`config.mk`:
```
export PLATFORM = sky130hd
export DESIGN_NAME = rep_code_tx
export DESIGN_NICKNAME = d
export VERILOG_FILES = /design/src/rtl/rep_code_pkg.sv /design/src/rtl/rep_code_tx_slot_counter.sv /design/src/rtl/rep_code_tx.sv
export SDC_FILE = /design/constraint.sdc
export NUM_CORES = 1
export LEC_CHECK = 0
export CAP_MARGIN = 5
export CORE_MARGIN = 1
export CORE_UTILIZATION = 53
export DETAILED_ROUTE_END_ITERATION = 8
export PLACE_DENSITY = 0.85
export SLEW_MARGIN = 20
export SYNTH_ARGS = -nofsm -noshare
export SYNTH_HDL_FRONTEND = slang
export SYNTH_HIERARCHICAL = 1
export SYNTH_SLANG_ARGS = --single-unit
```
`constraint.sdc`:
```
create_clock -name clk -period 4.4 [get_ports clk]
set_input_delay 0.88 -clock clk [delete_from_list [all_inputs] [get_ports clk]]
set_output_delay 0.88 -clock clk [all_outputs]
set_load 0.02 [all_outputs]
```
`src/rtl/rep_code_pkg.sv`:
```
// rep_code_pkg
//   Shared types and helpers for the repetition-code serial transmitter.
//   - state_t        : transmitter FSM states
//   - REP_DEFAULT    : default repetitions per data bit
//   - DATA_W_DEFAULT : default word width
//   - rep_cnt_w()    : width of a modulo-N slot counter (minimum 1 bit)
package rep_code_pkg;

    typedef enum logic {
        IDLE = 1'b0,
        SEND = 1'b1
    } state_t;

    localparam int REP_DEFAULT    = 3;
    localparam int DATA_W_DEFAULT = 8;

    // A modulo-1 counter still needs one bit so the port is never zero-width.
    function automatic int rep_cnt_w(input int modulus);
        return (modulus > 1) ? $clog2(modulus) : 1;
    endfunction

endpackage

```
`src/rtl/rep_code_tx_slot_counter.sv`:
```
// rep_slot_counter
//   Modulo-MOD up-counter used for both the repetition slot and the bit index.
//   Ports:
//     clk      in   rising-edge clock
//     rst      in   synchronous active-high reset, count -> 0
//     clear    in   synchronous clear, count -> 0 (wins over advance)
//     advance  in   step the counter by one
//     count    out  current count, 0 .. MOD-1
//     terminal out  count == MOD-1 while advancing (wrap event)
module rep_slot_counter
    import rep_code_pkg::*;
#(
    parameter int MOD = REP_DEFAULT,
    parameter int W   = rep_cnt_w(MOD)
) (
    input  logic         clk,
    input  logic         rst,
    input  logic         clear,
    input  logic         advance,
    output logic [W-1:0] count,
    output logic         terminal
);

    localparam logic [W-1:0] LAST = W'(MOD - 1);

    logic [W-1:0] r_count;
    logic         w_at_last;

    assign w_at_last = (r_count == LAST);
    assign count     = r_count;
    assign terminal  = w_at_last && advance;

    // Wrapping to 0 at LAST keeps the counter from ever exceeding MOD-1.
    always_ff @(posedge clk) begin
        if (rst) begin
            r_count <= '0;
        end else if (clear) begin
            r_count <= '0;
        end else if (advance) begin
            r_count <= w_at_last ? '0 : r_count + 1'b1;
        end
    end

endmodule

```
`src/rtl/rep_code_tx.sv`:
```
// rep_code_tx
//   Repetition-code serial transmitter. Accepts a DATA_W-bit word over a
//   valid/ready handshake and sends it LSB first, each bit repeated REP
//   consecutive accepted slots so the receiver can majority-vote per bit.
//   Ports:
//     clk          in   rising-edge clock
//     rst          in   synchronous active-high reset (aborts any frame)
//     in_valid     in   upstream word available
//     in_ready     out  word accepted this cycle when in_valid is also high
//     in_data      in   word to send, sampled on in_valid && in_ready
//     ser_valid    out  ser_out carries a coded symbol
//     out_ready    in   downstream consumes the current symbol
//     ser_out      out  coded serial symbol
//     frame_start  out  current symbol is slot 0 of bit 0
//     frame_last   out  current symbol is slot REP-1 of bit DATA_W-1
//     busy         out  a word is in flight
//
//   state | meaning
//   ------+-----------------------------------------------------------
//   IDLE  | no word held; in_ready high, serial side quiet
//   SEND  | shifting out the held word; one slot per ser_valid&&out_ready
module rep_code_tx
    import rep_code_pkg::*;
#(
    parameter int DATA_W = DATA_W_DEFAULT,
    parameter int REP    = REP_DEFAULT
) (
    input  logic              clk,
    input  logic              rst,
    input  logic              in_valid,
    output logic              in_ready,
    input  logic [DATA_W-1:0] in_data,
    output logic              ser_valid,
    input  logic              out_ready,
    output logic              ser_out,
    output logic              frame_start,
    output logic              frame_last,
    output logic              busy
);

    localparam int REP_W = rep_cnt_w(REP);
    localparam int BIT_W = rep_cnt_w(DATA_W);

    localparam logic [REP_W-1:0] REP_LAST = REP_W'(REP - 1);
    localparam logic [BIT_W-1:0] BIT_LAST = BIT_W'(DATA_W - 1);

    if ((REP < 1) || ((REP % 2) == 0)) begin : g_bad_rep
        $error("rep_code_tx: REP must be odd and >= 1");
    end
    if (DATA_W < 1) begin : g_bad_width
        $error("rep_code_tx: DATA_W must be >= 1");
    end

    state_t            r_state;
    logic [DATA_W-1:0] r_shift;

    logic              w_send;
    logic              w_slot_done;
    logic              w_accept;
    logic              w_frame_last;
    logic [REP_W-1:0]  w_rep_cnt;
    logic [BIT_W-1:0]  w_bit_cnt;
    logic              w_rep_term;
    logic              w_bit_term;

    assign w_send      = (r_state == SEND);
    assign w_slot_done = w_send && out_ready;

    assign w_frame_last = w_send && (w_bit_cnt == BIT_LAST) && (w_rep_cnt == REP_LAST);

    // Ready in the final slot only when that slot is actually completing,
    // which lets the next word load with no idle bubble on the link.
    assign in_ready = !rst && (!w_send || (w_frame_last && out_ready));
    assign w_accept = in_valid && in_ready;

    rep_slot_counter #(
        .MOD (REP),
        .W   (REP_W)
    ) u_rep_cnt (
        .clk      (clk),
        .rst      (rst),
        .clear    (w_accept),
        .advance  (w_slot_done),
        .count    (w_rep_cnt),
        .terminal (w_rep_term)
    );

    rep_slot_counter #(
        .MOD (DATA_W),
        .W   (BIT_W)
    ) u_bit_cnt (
        .clk      (clk),
        .rst      (rst),
        .clear    (w_accept),
        .advance  (w_rep_term),
        .count    (w_bit_cnt),
        .terminal (w_bit_term)
    );

    // w_bit_term fires exactly when the frame_last slot completes.
    always_ff @(posedge clk) begin
        if (rst) begin
            r_state <= IDLE;
            r_shift <= '0;
        end else if (w_accept) begin
            r_state <= SEND;
            r_shift <= in_data;
        end else begin
            if (w_rep_term) begin
                r_shift <= r_shift >> 1;
            end
            if (w_bit_term) begin
                r_state <= IDLE;
            end
        end
    end

    // All serial-side outputs come from registered state only.
    assign ser_valid   = w_send;
    assign busy        = w_send;
    assign ser_out     = w_send && r_shift[0];
    assign frame_start = w_send && (w_bit_cnt == '0) && (w_rep_cnt == '0);
    assign frame_last  = w_frame_last;

endmodule

```
After elaboration in Yosys (flattened, before gate mapping) --
Index checks and enable logic that the tools add are counted.
Storage, ports and cells: logic and storage cells 33, register bits after elaboration 14, output and inout port bits 6, input port bits 12
Cells by class: equality and inequality tests 2, reductions and logical operators 19, mux-type cells 6, $add $sub $neg 2
Operators with widths (count):
- 8-bit two-way mux | 2
- 1-bit logical AND | 11
- 2-bit nonzero test | 2
- 3-bit by 1-bit adder with 3-bit output (second input constant) | 1
- 3-bit equality test (second input constant) | 1
- 3-bit logical NOT | 1
- 3-bit two-way mux | 1
- 2-bit by 1-bit adder with 2-bit output (second input constant) | 1
- 2-bit equality test (second input constant) | 1
- 1-bit logical NOT | 2
- 2-bit logical NOT | 1
- 1-bit two-way mux | 2
- 2-bit two-way mux | 1
- 2-bit OR reduction | 1
- 1-bit logical OR | 1

Depth between registers and ports, before layout --
depth after elaboration 8, gate-level depth with buffers 7, depth with buffers taken out 6

Modules after synthesis --
Netlist, hierarchy kept.
By module, submodules not included:
- rep_code_tx | area each 609.3 µm², times used 1, sequential area each 180.2 µm², cells an instance 62
- rep_slot_counter (u_bit_cnt) | area each 155.1 µm², times used 1, sequential area each 60.1 µm², cells an instance 14
- rep_slot_counter (u_rep_cnt) | area each 96.3 µm², times used 1, sequential area each 40.0 µm², cells an instance 10

Least setup slack after synthesis --
OpenSTA, ideal clock, no wires.
path type input-to-output, from input rst, to output in_ready, slack 2.022 ns, buffers on the path 1, cell stages on the path 2, arrival time 1.498 ns, required time 3.520 ns, cells stage by stage clkbuf_1 > a21oi_1
On the way: cells in the longest elaborated chain, start to end 2
RTL lines:
- start, declared | RTL line rep_code_tx.sv:29 | input logic rst,
- 1-bit logical NOT | RTL line rep_code_tx.sv:73 | assign in_ready = !rst && (!w_send || (w_frame_last && out_ready));
- 1-bit logical AND | RTL line rep_code_tx.sv:73
- end, declared | RTL line rep_code_tx.sv:31 | output logic in_ready,
Every way passes these cells.

Final worst setup path --
from input out_ready, to output in_ready
On the way: cells in the longest elaborated chain, start to end 3
RTL lines:
- start, declared | RTL line rep_code_tx.sv:34 | input logic out_ready,
- 1-bit logical AND | RTL line rep_code_tx.sv:73
- 1-bit logical OR | RTL line rep_code_tx.sv:73
- 1-bit logical AND | RTL line rep_code_tx.sv:73
Every way passes these cells.

==> results.py <==
metrics = {
    "global_routing": {
        "antenna_found_initial": 0,
        "grt_pass1_vias": 650,
        "grt_pass1_wl_um": 2691,
        "track_usage_pct": 20.00,
        "grt_overflow": 0,
        "grt_start_max_net_pins": 18,
    },
    "floorplan": {
        "die-area_um2": 1789,
        "num_rows": 14,
        "io_pins": 18,
        "dieWidth_um": 42.30,
        "start_util_pct": 57.14,
        "core_area_um2": 1506,
        "die_y_um": 42.30,
    },
    "synthesis": {
        "netlist_instances": 86,
        "synth_edf_count": 0,
        "synth-main-ff-cell": "dfxtp_1",
        "async_flop_share_pct": 0,
        "synth_nets": 100,
        "postSynthAreaPerCell_um2": 10.01,
        "yosysSeqAreaShare_pct": 32.56,
        "syn_area_um2": 860.8,
        "synth.distinct_cells": 28,
        "yosys_warnings": 6,
        "synth_seq_cells": 14,
    },
    "setup_path": {
        "endpoint_kind": "output port",
        "path_max_fanout": 4,
        "critPathArrivalTime_ns": 2.24,
        "ff2ff_path_depth": 7,
        "worst_setup_path_start_kind": "primary input",
        "rrSetupSlack_ns": 2.52,
        "crit_end": "in_ready",
        "crit_path_start": "out_ready",
        "cp.depth": 4,
        "crit_chain": "clkdlybuf4s50_1 > nand3b_1 > a21oi_1 > clkdlybuf4s50_1",
        "rr_endpoint": "r_shift[2]$_SDFFE_PP0P_",
        "path_delay_family": "buffers and inverters",
        "timing.critical_path.mode_cell": "clkdlybuf4s50_1",
        "path_buf_inv": 2,
        "max_stage_delay_ns": 0.62,
        "cp.required_ns": 3.52,
        "critPathKind": "primary input to output port",
        "slowest_stage": "clkdlybuf4s50_1",
        "reg2reg_from": "busy$_SDFFE_PP0P_",
    },
    "clock_tree": {
        "cts_resized": 0,
        "cts_setup_buffers": 0,
        "cts_tree": "built",
        "clk_latency_ns": 0.28,
        "cts.sinks": 14,
        "clockBufferDepth": 2,
        "numCtsBuffers": 3,
        "root_buffer": "clkbuf_4",
        "htree_levels": 1,
        "path_clk_slew_ns": 0.08,
        "ctsHoldBuffers": 0,
    },
    "timing": {
        "slew_headroom_pct": 57.99,
        "hold_viol": 0,
        "setup_slack_ns": 1.281,
        "setup_violations": 0,
        "fin_crit_ns": 3.119,
        "min_period_over_period_pct": 70.89,
        "rsz0062_at_grt": "no",
        "fin_setup_tns_ns": 0,
        "skew_ns": 0.005574,
        "max_freq_mhz": 320.6,
        "worstMarginPinSlew_ns": 0.6288,
        "holdWs_ns": 0.5333,
        "drv_slew": 0,
    },
    "status": {
        "status": "finished clean",
    },
    "routing": {
        "routedWlPerCell_um": 13.73,
        "drt_iter0_drc": 4,
        "viasPerCell": 5.849,
        "firstDrtPassIters": 4,
        "wl_um": 1634,
        "top_layer_used": "met3",
        "drt_drc_violations_left": 0,
        "wl_met2_um": 800,
        "vias": 696,
        "routed-wl-met3_um": 70,
        "ant_nets": 0,
        "drt-met1-wl_um": 763,
    },
    "power_and_ir_drop": {
        "peakVddDrop_v": 0.0002303,
        "power_density_nw_per_um2": 273.5,
        "p_sw_uw": 74.94,
        "seq_power_share_pct": 47.9,
        "intPower_uw": 216.6,
        "switching_share_pct": 25.70,
        "p_leak_nw": 0.4109,
        "power_frac_comb_pct": 20.3,
        "pwr-share-clk_pct": 31.8,
    },
    "hold_path": {
        "hp-class": "register to register",
    },
    "placed_design": {
        "port_buffers": 17,
        "place.gp.congestion": 0.7134,
        "dp_slack_ns": 1.281,
        "dp_cells": 115,
        "dpl.hpwl_um": 1127,
    },
    "final_layout": {
        "final_nets": 118,
        "diodes": 0,
        "drive_gt1_share_pct": 21.36,
        "final_cell_mix": "17 x clkdlybuf4s50_1, 14 x dfxtp_1, 9 x a211oi_1, 9 x a211oi_2, 7 x inv_1",
        "fin_util_pct": 70.76,
        "final_common_cell": "clkdlybuf4s50_1",
        "area_delta_synth_final_pct": 23.84,
        "instances_no_fill": 119,
        "num-fill-cells": 128,
        "multi_input_area_um2": 518.0,
        "final-seq-area_um2": 280.3,
    },
    "job": {
        "maxCapViolCount": 0,
    },
}
-- logic make-up (layout without fill, tap and decap cells) --
logic type | Yosys count | after routing | synth area share, %
flops | 14 | 14 | 32.56
compound gates | 23 | 23 | 25.43
mux | 9 | 9 | 11.63
fa+ha+maj | 2 | 2 | 2.907
simple gates | 25 | 25 | 20.21
buf+inv | 13 | 30 | 7.269
-- cell type report --
class	count	share of cell area [%]
timing repair buffer	19	17.37
multi-input combinational	59	48.59
inverter	7	2.465
sequential	14	26.29
tap	16	1.878
clock buffer	4	3.404
-- flip-flops by register name (all words and copies together), names as in the netlist --
signal           cells
u_rep_cnt/count      2
u_bit_cnt/count      3
busy                 1
r_shift              8
-- Yosys cell counts, drive strengths merged (2+ instances only) --
library cell | instances | share of area [%]
and3b | 2 | 2.0
clkbuf | 2 | 0.87
a21oi | 3 | 1.7
inv | 7 | 3.1
dfxtp | 14 | 33
nand2b | 5 | 3.6
mux2 | 8 | 10
nor2 | 2 | 0.87
or3b | 2 | 2.0
buf | 4 | 3.3
nor3 | 2 | 1.2
and2 | 3 | 2.2
ha | 2 | 2.9
nand3b | 3 | 2.6
a211oi | 18 | 21
-- tightest hold or removal path, delay by kind of cell (launching register included) --
kind            cells  cell delay (ns)
compound gates      1             0.06
simple gates        1             0.08
flops               1             0.34
-- worst min path at each step --
stage / cells past startpoint / end / start
after floorplan: 2 / u_bit_cnt/count[1]$_SDFFE_PP0P_ / u_bit_cnt/count[1]$_SDFFE_PP0P_
after global placement: 2 / u_bit_cnt/count[1]$_SDFFE_PP0P_ / u_bit_cnt/count[1]$_SDFFE_PP0P_
after detailed placement: 2 / u_bit_cnt/count[1]$_SDFFE_PP0P_ / u_bit_cnt/count[1]$_SDFFE_PP0P_
after CTS: 2 / u_bit_cnt/count[1]$_SDFFE_PP0P_ / u_bit_cnt/count[1]$_SDFFE_PP0P_
after global routing: 2 / u_bit_cnt/count[1]$_SDFFE_PP0P_ / u_bit_cnt/count[1]$_SDFFE_PP0P_
final: 2 / u_bit_cnt/count[1]$_SDFFE_PP0P_ / u_bit_cnt/count[1]$_SDFFE_PP0P_
-- metrics by stage --
stage	power [mW]	area (um^2)
floorplan	0.1801	860.8
global placement	0.2007	1030
CTS	0.2956	1066
global route	0.3087	1066
detailed placement	0.2020	1030
finish	0.2916	1066
-- power groups by stage --
stage | clock (mW) | combinational (mW) | sequential, mW
floorplan | 0 | 0.0383 | 0.142
global placement | 0 | 0.0582 | 0.143
detailed placement | 0 | 0.0591 | 0.143
CTS | 0.0962 | 0.0595 | 0.140
global route | 0.103 | 0.0643 | 0.141
finish | 0.0926 | 0.0592 | 0.140
-- layer usage --
layer | global-route usage (%) | up-vias
met5 | 0 | -
met4 | 5.625 | 0
met3 | 7.759 | 0
met2 | 34.77 | 13
met1 | 22.52 | 331
li1 | - | 352
(Power assumes the default switching activity.)
